`src/rtl/status_flag_evaluator.sv`:
```
// Flag register, branch-condition evaluator and LIFO flag save stack.
// Latency: query result one cycle after accept; flag/stack state visible the cycle after the edge.
// Backpressure: one-entry result register; q_ready drops while a result is held with r_ready low.
//
// Ports:
//   clk, rst                 rising-edge clock, synchronous active-high reset
//   upd_valid, upd_*         load {sign,zero,overflow,carry,parity} into the flag register
//   q_valid/q_ready/q_cond   condition query handshake and 4-bit condition code
//   r_valid/r_ready/r_taken  result handshake and evaluated condition
//   push, pop                save/restore flag context on the stack
//   flags_out                flag register {S,Z,V,C,P}
//   stack_full/empty/err     registered stack status; err pulses one cycle per illegal op
module status_flag_evaluator #(
  parameter int DEPTH = 4
) (
  input  logic       clk,
  input  logic       rst,
  input  logic       upd_valid,
  input  logic       upd_sign,
  input  logic       upd_zero,
  input  logic       upd_overflow,
  input  logic       upd_carry,
  input  logic       upd_parity,
  input  logic       q_valid,
  output logic       q_ready,
  input  logic [3:0] q_cond,
  output logic       r_valid,
  input  logic       r_ready,
  output logic       r_taken,
  input  logic       push,
  input  logic       pop,
  output logic [4:0] flags_out,
  output logic       stack_full,
  output logic       stack_empty,
  output logic       stack_err
);

  localparam int              CW        = $clog2(DEPTH + 1);
  // Storage rounded up to a power of two so the count indexes it directly;
  // entries at or beyond DEPTH are never written or read as valid data.
  localparam int              SLOTS     = 1 << CW;
  localparam logic [CW-1:0]   FULL_CNT  = CW'(DEPTH);
  localparam logic [4:0]      RST_FLAGS = 5'b01001;   // flags of 0 + 0

  logic [4:0]    flags;
  logic [4:0]    flags_nxt;
  logic [4:0]    upd_vec;
  logic [4:0]    stk [SLOTS];
  logic [CW-1:0] count;
  logic [CW-1:0] count_nxt;
  logic [CW-1:0] count_m1;
  logic          is_full;
  logic          is_empty;
  logic          push_ok;
  logic          pop_ok;
  logic          op_err;
  logic          accept;

  function automatic logic eval_cond(input logic [3:0] cc, input logic [4:0] f);
    logic s, z, v, c, p, res;
    {s, z, v, c, p} = f;
    res = 1'b0;
    case (cc)
      4'd0:  res = z;
      4'd1:  res = ~z;
      4'd2:  res = c;
      4'd3:  res = ~c;
      4'd4:  res = s;
      4'd5:  res = ~s;
      4'd6:  res = v;
      4'd7:  res = ~v;
      4'd8:  res = c & ~z;
      4'd9:  res = ~c | z;
      4'd10: res = (s == v);
      4'd11: res = (s != v);
      4'd12: res = ~z & (s == v);
      4'd13: res = z | (s != v);
      4'd14: res = p;
      4'd15: res = 1'b1;
    endcase
    return res;
  endfunction

  assign upd_vec  = {upd_sign, upd_zero, upd_overflow, upd_carry, upd_parity};
  assign is_full  = (count == FULL_CNT);
  assign is_empty = (count == '0);
  assign count_m1 = count - CW'(1);

  // push and pop together cancel each other and flag an error; a lone op
  // is illegal only against a full (push) or empty (pop) stack.
  assign push_ok = push & ~pop & ~is_full;
  assign pop_ok  = pop & ~push & ~is_empty;
  assign op_err  = (push & pop) | (push & ~pop & is_full) | (pop & ~push & is_empty);

  always_comb begin
    count_nxt = count;
    if (push_ok) begin
      count_nxt = count + CW'(1);
    end else if (pop_ok) begin
      count_nxt = count_m1;
    end
  end

  // A restore takes precedence over a same-cycle update; a failed pop or a
  // push leaves the update path open.
  always_comb begin
    flags_nxt = flags;
    if (pop_ok) begin
      flags_nxt = stk[count_m1];
    end else if (upd_valid) begin
      flags_nxt = upd_vec;
    end
  end

  // Result register refills whenever it is empty or being drained.
  assign q_ready = ~r_valid | r_ready;
  assign accept  = q_valid & q_ready;

  always_ff @(posedge clk) begin
    if (rst) begin
      flags       <= RST_FLAGS;
      count       <= '0;
      stack_full  <= 1'b0;
      stack_empty <= 1'b1;
      stack_err   <= 1'b0;
      r_valid     <= 1'b0;
      r_taken     <= 1'b0;
    end else begin
      flags       <= flags_nxt;
      count       <= count_nxt;
      stack_full  <= (count_nxt == FULL_CNT);
      stack_empty <= (count_nxt == '0);
      stack_err   <= op_err;
      // Evaluated against the pre-edge flags: no bypass from update or pop.
      if (accept) begin
        r_valid <= 1'b1;
        r_taken <= eval_cond(q_cond, flags);
      end else if (r_ready) begin
        r_valid <= 1'b0;
      end
    end
  end

  // Stack contents need no reset; count alone defines which entries are live.
  always_ff @(posedge clk) begin
    if (!rst && push_ok) begin
      stk[count] <= flags;
    end
  end

  assign flags_out = flags;

endmodule
```
`config.mk`:
```
export PLATFORM = sky130hd
export DESIGN_NAME = status_flag_evaluator
export DESIGN_NICKNAME = d
export VERILOG_FILES = /design/src/rtl/status_flag_evaluator.sv
export SDC_FILE = /design/constraint.sdc
export NUM_CORES = 1
export LEC_CHECK = 0
export ABC_AREA = 1
export CAP_MARGIN = 30
export CORE_UTILIZATION = 55
export CTS_CLUSTER_SIZE = 16
export DETAILED_ROUTE_END_ITERATION = 12
export HOLD_SLACK_MARGIN = 0.12
export PLACE_DENSITY = 0.83
export SLEW_MARGIN = 20
export SYNTH_ARGS = -nofsm -noshare
export SYNTH_HDL_FRONTEND = slang
export SYNTH_SLANG_ARGS = --single-unit
```
`constraint.sdc`:
```
create_clock -name clk -period 4.7 [get_ports clk]
set_clock_uncertainty 0.05 [all_clocks]
set_input_delay 0.94 -clock clk [delete_from_list [all_inputs] [get_ports clk]]
set_output_delay 0.94 -clock clk [all_outputs]
set_load 0.02 [all_outputs]
```
# Yosys cells after proc, flatten, opt, wreduce, memory -nomap -nowiden
# Memory sizes are Yosys's and may differ from the RTL's.
# Index checks and enable logic that the tools add are counted.
# W data, S select, Z words.
# classes
addsub,2
mul,0
n_div,0
magnitude_cmp,0
eq_ne,19
shift,0
n_mux,9
bitwise_logic,24
n_reduce_logical,7
# op_table
operator,count
$eq A4 B4 Y1 const B,8
$eq A4 B3 Y1 const B,4
$pmux W1 S16,1
$and A1 B1 Y1,10
$mux W5,2
$not A1 Y1,9
$eq A4 B2 Y1 const B,2
$eq A3 B3 Y1 const B,2
$logic_not A3 Y1,2
$mux W3,2
$or A1 B1 Y1,5
$eq A4 B1 Y1 const B,1
$logic_not A4 Y1,1
$mux W1,4
$reduce_bool A2 Y1,2
$add A3 B1 Y3 const B,1
$sub A3 B1 Y3 const B,1
$eq A1 B1 Y1,1
$logic_and A1 B1 Y1,1
$logic_not A1 Y1,1
$ne A1 B1 Y1,1
# word_totals
reg_bits,13
latchBits,0
ram_bits,40
mem_bits_ro,0
in_bits,16
out_inout_bits,11
word_cells,69
memories,1
# mem_list
memory,depth,width,rd,rd_ports_with_merged_regs,wr,line,text
stk,8,5,1,0,1,48,logic [4:0] stk [SLOTS];

# Depth between registers and ports, before layout
# logic_depth
ltp_word,6
mapped_depth,12
depth_no_buf,10

# Worst setup path before layout
# OpenSTA, ideal clock, no wires.
# synth_timing
path_kind,in2out
startpoint,input port r_ready
endpoint,output port q_ready
arrival_ns,1.136
required_ns,3.710
path_slack_ns,2.574
cell_stages,2
path_buffers,0
cell_sequence,inv_1 -> nand2_1
# synth_between
elab_chain_len,1
# synth_lines
item,line,text
"start, declared",28,"input logic r_ready,"
$or A1 B1 Y1,116,assign q_ready = ~r_valid | r_ready;
"end, declared",25,"output logic q_ready,"
# Every way passes these cells.

# Worst setup path in the final report
# Ends and elaborated chain as after synthesis.

==> impl_results.rst <==
.. list-table::
   :header-rows: 1

   * - Metric
     - Value
   * - CP Capture Type
     - primary output
   * - M1 GR Usage
     - a little under a third
   * - Global-route wire length before repair
     - 8400 µm
   * - Result of the run
     - completed
   * - Global route total overflow
     - 0
   * - Number of enable flip-flop cells after synthesis
     - 40
   * - Register area
     - 1460 µm²
   * - Buffers plus inverters on the worst setup path
     - 3
   * - Later-pin clock latency in the skew report
     - 0.31 ns
   * - First drt pass iteration count
     - 4
   * - Synth area leaders
     - sky130_fd_sc_hd__edfxtp_1, sky130_fd_sc_hd__dfxtp_1, sky130_fd_sc_hd__nand2_1
   * - Cell repeated most along the worst path
     - sky130_fd_sc_hd__clkdlybuf4s50_1
   * - Register area share after synthesis
     - between 50% and 60%
   * - Unique cell type count in the Yosys netlist
     - 25
   * - CP Cell Sequence
     - clkdlybuf4s50_1, inv_1, nand2_1, clkdlybuf4s50_1
   * - Fraction of registers with async set or reset after synthesis
     - 0%
   * - Power Dens Cells
     - 371 nW/µm²
   * - Hold-fix buffer count after cts
     - 0
   * - Launch point of the worst hold path
     - r_taken
   * - Core footprint
     - 4350 µm²
   * - Rows
     - 24
   * - Area taken by multi-input logic gates
     - 893 µm²
   * - Remaining design rule violation count
     - 0
   * - Die area
     - between 4000 and 5000 µm²
   * - Setup Buffers After CTS
     - 0
   * - Worst Hold Path Cells
     - 2
   * - Min-delay worst type
     - flip-flop to flip-flop
   * - Syn_nets
     - about 290
   * - Total number of vias
     - 1,932
   * - RePlAce Congestion
     - 0.824
   * - Post-layout instance count excluding filler cells
     - 346
   * - Max VDD drop
     - 0.000176 V
   * - Primary flip-flop cell chosen by synthesis mapping
     - sky130_fd_sc_hd__edfxtp_1
   * - Root Buffer
     - sky130_fd_sc_hd__clkbuf_8
   * - Inserted Diodes
     - 0
   * - I/O pin total
     - 27
   * - Setup crit start kind
     - primary input
   * - Post-route clock period utilization
     - 66.0%
   * - Maximum net fanout on the critical path
     - 3
   * - Critical R2R Launch
     - count[0]
   * - Residual antenna-violating net count after detailed routing
     - 0
   * - Cell with the largest stage delay on the worst path
     - sky130_fd_sc_hd__clkdlybuf4s50_1
   * - Via count of the first global-routing pass
     - 1,816
   * - Actual transition at the worst max-transition pin
     - 0.550 ns
   * - Required time worst endpoint
     - 3.71 ns
   * - Final setup violating endpoints
     - 0
   * - WL/cell
     - 14.8 µm
   * - Static Leakage
     - 1.09 nW
   * - Number of H-tree levels
     - 2
   * - Register-to-Register Setup Slack
     - roughly 2.2 ns
   * - Data arrival, critical path
     - 2.11 ns
   * - Nets@finish
     - 312
   * - Overall die width
     - 69.3 µm
   * - Hold WS
     - 0.432 ns
   * - Starting density of the core
     - approximately 57%
   * - Max Freq
     - between 300 and 400 MHz
   * - Number of warning messages in the yosys log
     - 0
   * - Largest area contributor in the synthesized netlist
     - sky130_fd_sc_hd__edfxtp_1
   * - Detailed Route WL
     - 5130 µm
   * - Count of buffers from port buffering
     - 26
   * - Number of instances in the synthesized netlist
     - 267
   * - Number of stages on the worst setup path
     - 4
   * - Initial antenna violation count
     - 0
   * - Number of cell instances on the worst register-to-register path
     - 8
   * - Area of the mapped netlist
     - 2490 µm²
   * - Critical path class
     - primary input to primary output
   * - Busiest layer in global routing
     - met2
   * - Maximum number of pins on one net before global-route repair
     - 25
   * - Commonest cells in the netlist
     - sky130_fd_sc_hd__nand2_1, sky130_fd_sc_hd__nor2_1, sky130_fd_sc_hd__edfxtp_1, sky130_fd_sc_hd__o21ai_0
   * - Final min period
     - roughly 3.1 ns
   * - Flip-flop and latch count after synthesis
     - 53
   * - Clock buffer count from CTS
     - 5
   * - Share of the synthesized area in the top cell type
     - 48.3%
   * - All-layer global routing usage
     - 22.7%
   * - Routing usage on met3
     - under 10%
   * - Layout cell share with drive strength beyond 1
     - between 7 and 8%
   * - Crit-path leading delay family
     - buffers and inverters
   * - Hold violation count in the final report
     - 0
   * - Max Buffers Root-to-Sink
     - 2
   * - Relative slew margins
     - about 63%
   * - Max-slew violation total from the final report
     - 0
   * - Mean area per synthesized cell
     - 9.32 µm²
   * - Height of the chip
     - 69.3 µm
   * - Post-CTS Resized
     - 0
   * - DP Wirelength
     - 3560 µm
   * - TritonCTS clock tree
     - yes
   * - Number of inserted filler cells in the final layout
     - 350
   * - Number of design-rule violations left by the first detailed-router iteration
     - 209
   * - Total negative setup slack
     - 0 ns
   * - Top-count cell post-synth
     - sky130_fd_sc_hd__nand2_1
   * - End of the worst register-to-register path
     - stk[2][3]
   * - Layout area overhead
     - 15.6%
   * - Endpoint of the worst hold-timing path
     - r_taken
   * - CTS Sinks
     - between 50 and 60
   * - RSZ-0062 raised after global routing
     - no
   * - Met2 Usage GRT
     - 35.6%
   * - Clock slew seen by the registers of the worst setup and hold paths
     - about 0.090 ns
   * - Largest stage delay on the critical path
     - 0.61 ns
   * - Vias per inst
     - about 5.6
   * - Max-cap check violation count
     - 0
   * - Placed Instances
     - 338
-- layout by cell type, fill, tap and decap left out, types with 2 or more instances in the layout --
cell / Yosys / layout
sky130_fd_sc_hd__nand2_1: 59 / 59
sky130_fd_sc_hd__nor2_1: 48 / 48
sky130_fd_sc_hd__edfxtp_1: 40 / 40
sky130_fd_sc_hd__clkdlybuf4s50_1: 0 / 26
sky130_fd_sc_hd__o21ai_0: 23 / 23
sky130_fd_sc_hd__inv_1: 16 / 16
sky130_fd_sc_hd__nand3_1: 16 / 16
sky130_fd_sc_hd__dfxtp_1: 13 / 13
sky130_fd_sc_hd__o211ai_1: 9 / 9
sky130_fd_sc_hd__a21oi_1: 9 / 9
sky130_fd_sc_hd__o21ai_1: 5 / 5
sky130_fd_sc_hd__clkbuf_8: 0 / 5
sky130_fd_sc_hd__inv_2: 3 / 3
sky130_fd_sc_hd__nand2_2: 3 / 3
sky130_fd_sc_hd__ha_1: 3 / 3
sky130_fd_sc_hd__inv_4: 2 / 2
sky130_fd_sc_hd__a21oi_4: 2 / 2
sky130_fd_sc_hd__clkinv_4: 0 / 2
-- how the worst max path moves through the flow --
stage            start       to
2_1_floorplan  r_ready  q_ready
3_3_place_gp   r_ready  q_ready
3_5_place_dp   r_ready  q_ready
4_1_cts        r_ready  q_ready
5_1_grt        r_ready  q_ready
6_report       r_ready  q_ready
-- sequential cells by signal (all words and copies together), names as in the netlist --
register / flops
r_taken: 1
stack_err: 1
stack_empty: 1
stk: 40
stack_full: 1
flags_out: 5
count: 3
r_valid: 1
-- tightest hold or removal path, cell delays in order, from the launching register on --
cell                      delay [ns]
sky130_fd_sc_hd__dfxtp_1        0.32
sky130_fd_sc_hd__nand2_1        0.06
sky130_fd_sc_hd__a21oi_1        0.06
-- cell type report --
class | count | share of cell area [%]
Clock inverter | 3 | 1.17
Multi-Input combinational cell | 184 | 31.0
Clock buffer | 5 | 2.39
Timing Repair Buffer | 27 | 9.30
Sequential cell | 53 | 50.8
Inverter | 22 | 3.04
Tap cell | 52 | 2.26
-- per-stage QoR --
step | worst slack, ns | util (%) | power (mW) | area, µm²
after CTS | 1.59 | 66.1 | 1.06 | 2880
after global placement | 1.60 | 63.7 | 0.803 | 2780
after global routing | 1.55 | 66.1 | 1.11 | 2880
after detailed placement | 1.60 | 63.7 | 0.808 | 2780
final | 1.60 | 66.1 | 1.07 | 2880
after floorplan | 2.57 | - | 0.729 | 2490
-- layer usage --
metal | up-vias | share of wire [%]
met4 | 0 | 3.6
met3 | 21 | 5.1
met1 | 886 | 43
li1 | 945 | -
met2 | 80 | 48
met5 | - | 0
-- report_power, final --
part           internal (mW)  total (mW)  leakage, nW  switching, mW
Clock                  0.111       0.265       0.0511          0.154
Sequential             0.527       0.553        0.470         0.0263
Combinational         0.0943       0.249        0.573          0.155
-- cell families after synthesis --
logic type	Yosys count	share of synthesized area, %
adder cells (fa/ha/maj)	3	1.51
flip-flops	53	58.7
buffers and inverters	30	5.38
AO/OA/AOI/OAI	50	12.1
XOR/XNOR	2	1.31
AND/OR/NAND/NOR	129	21.0
Note: power is estimated with default switching activity, not from simulation.
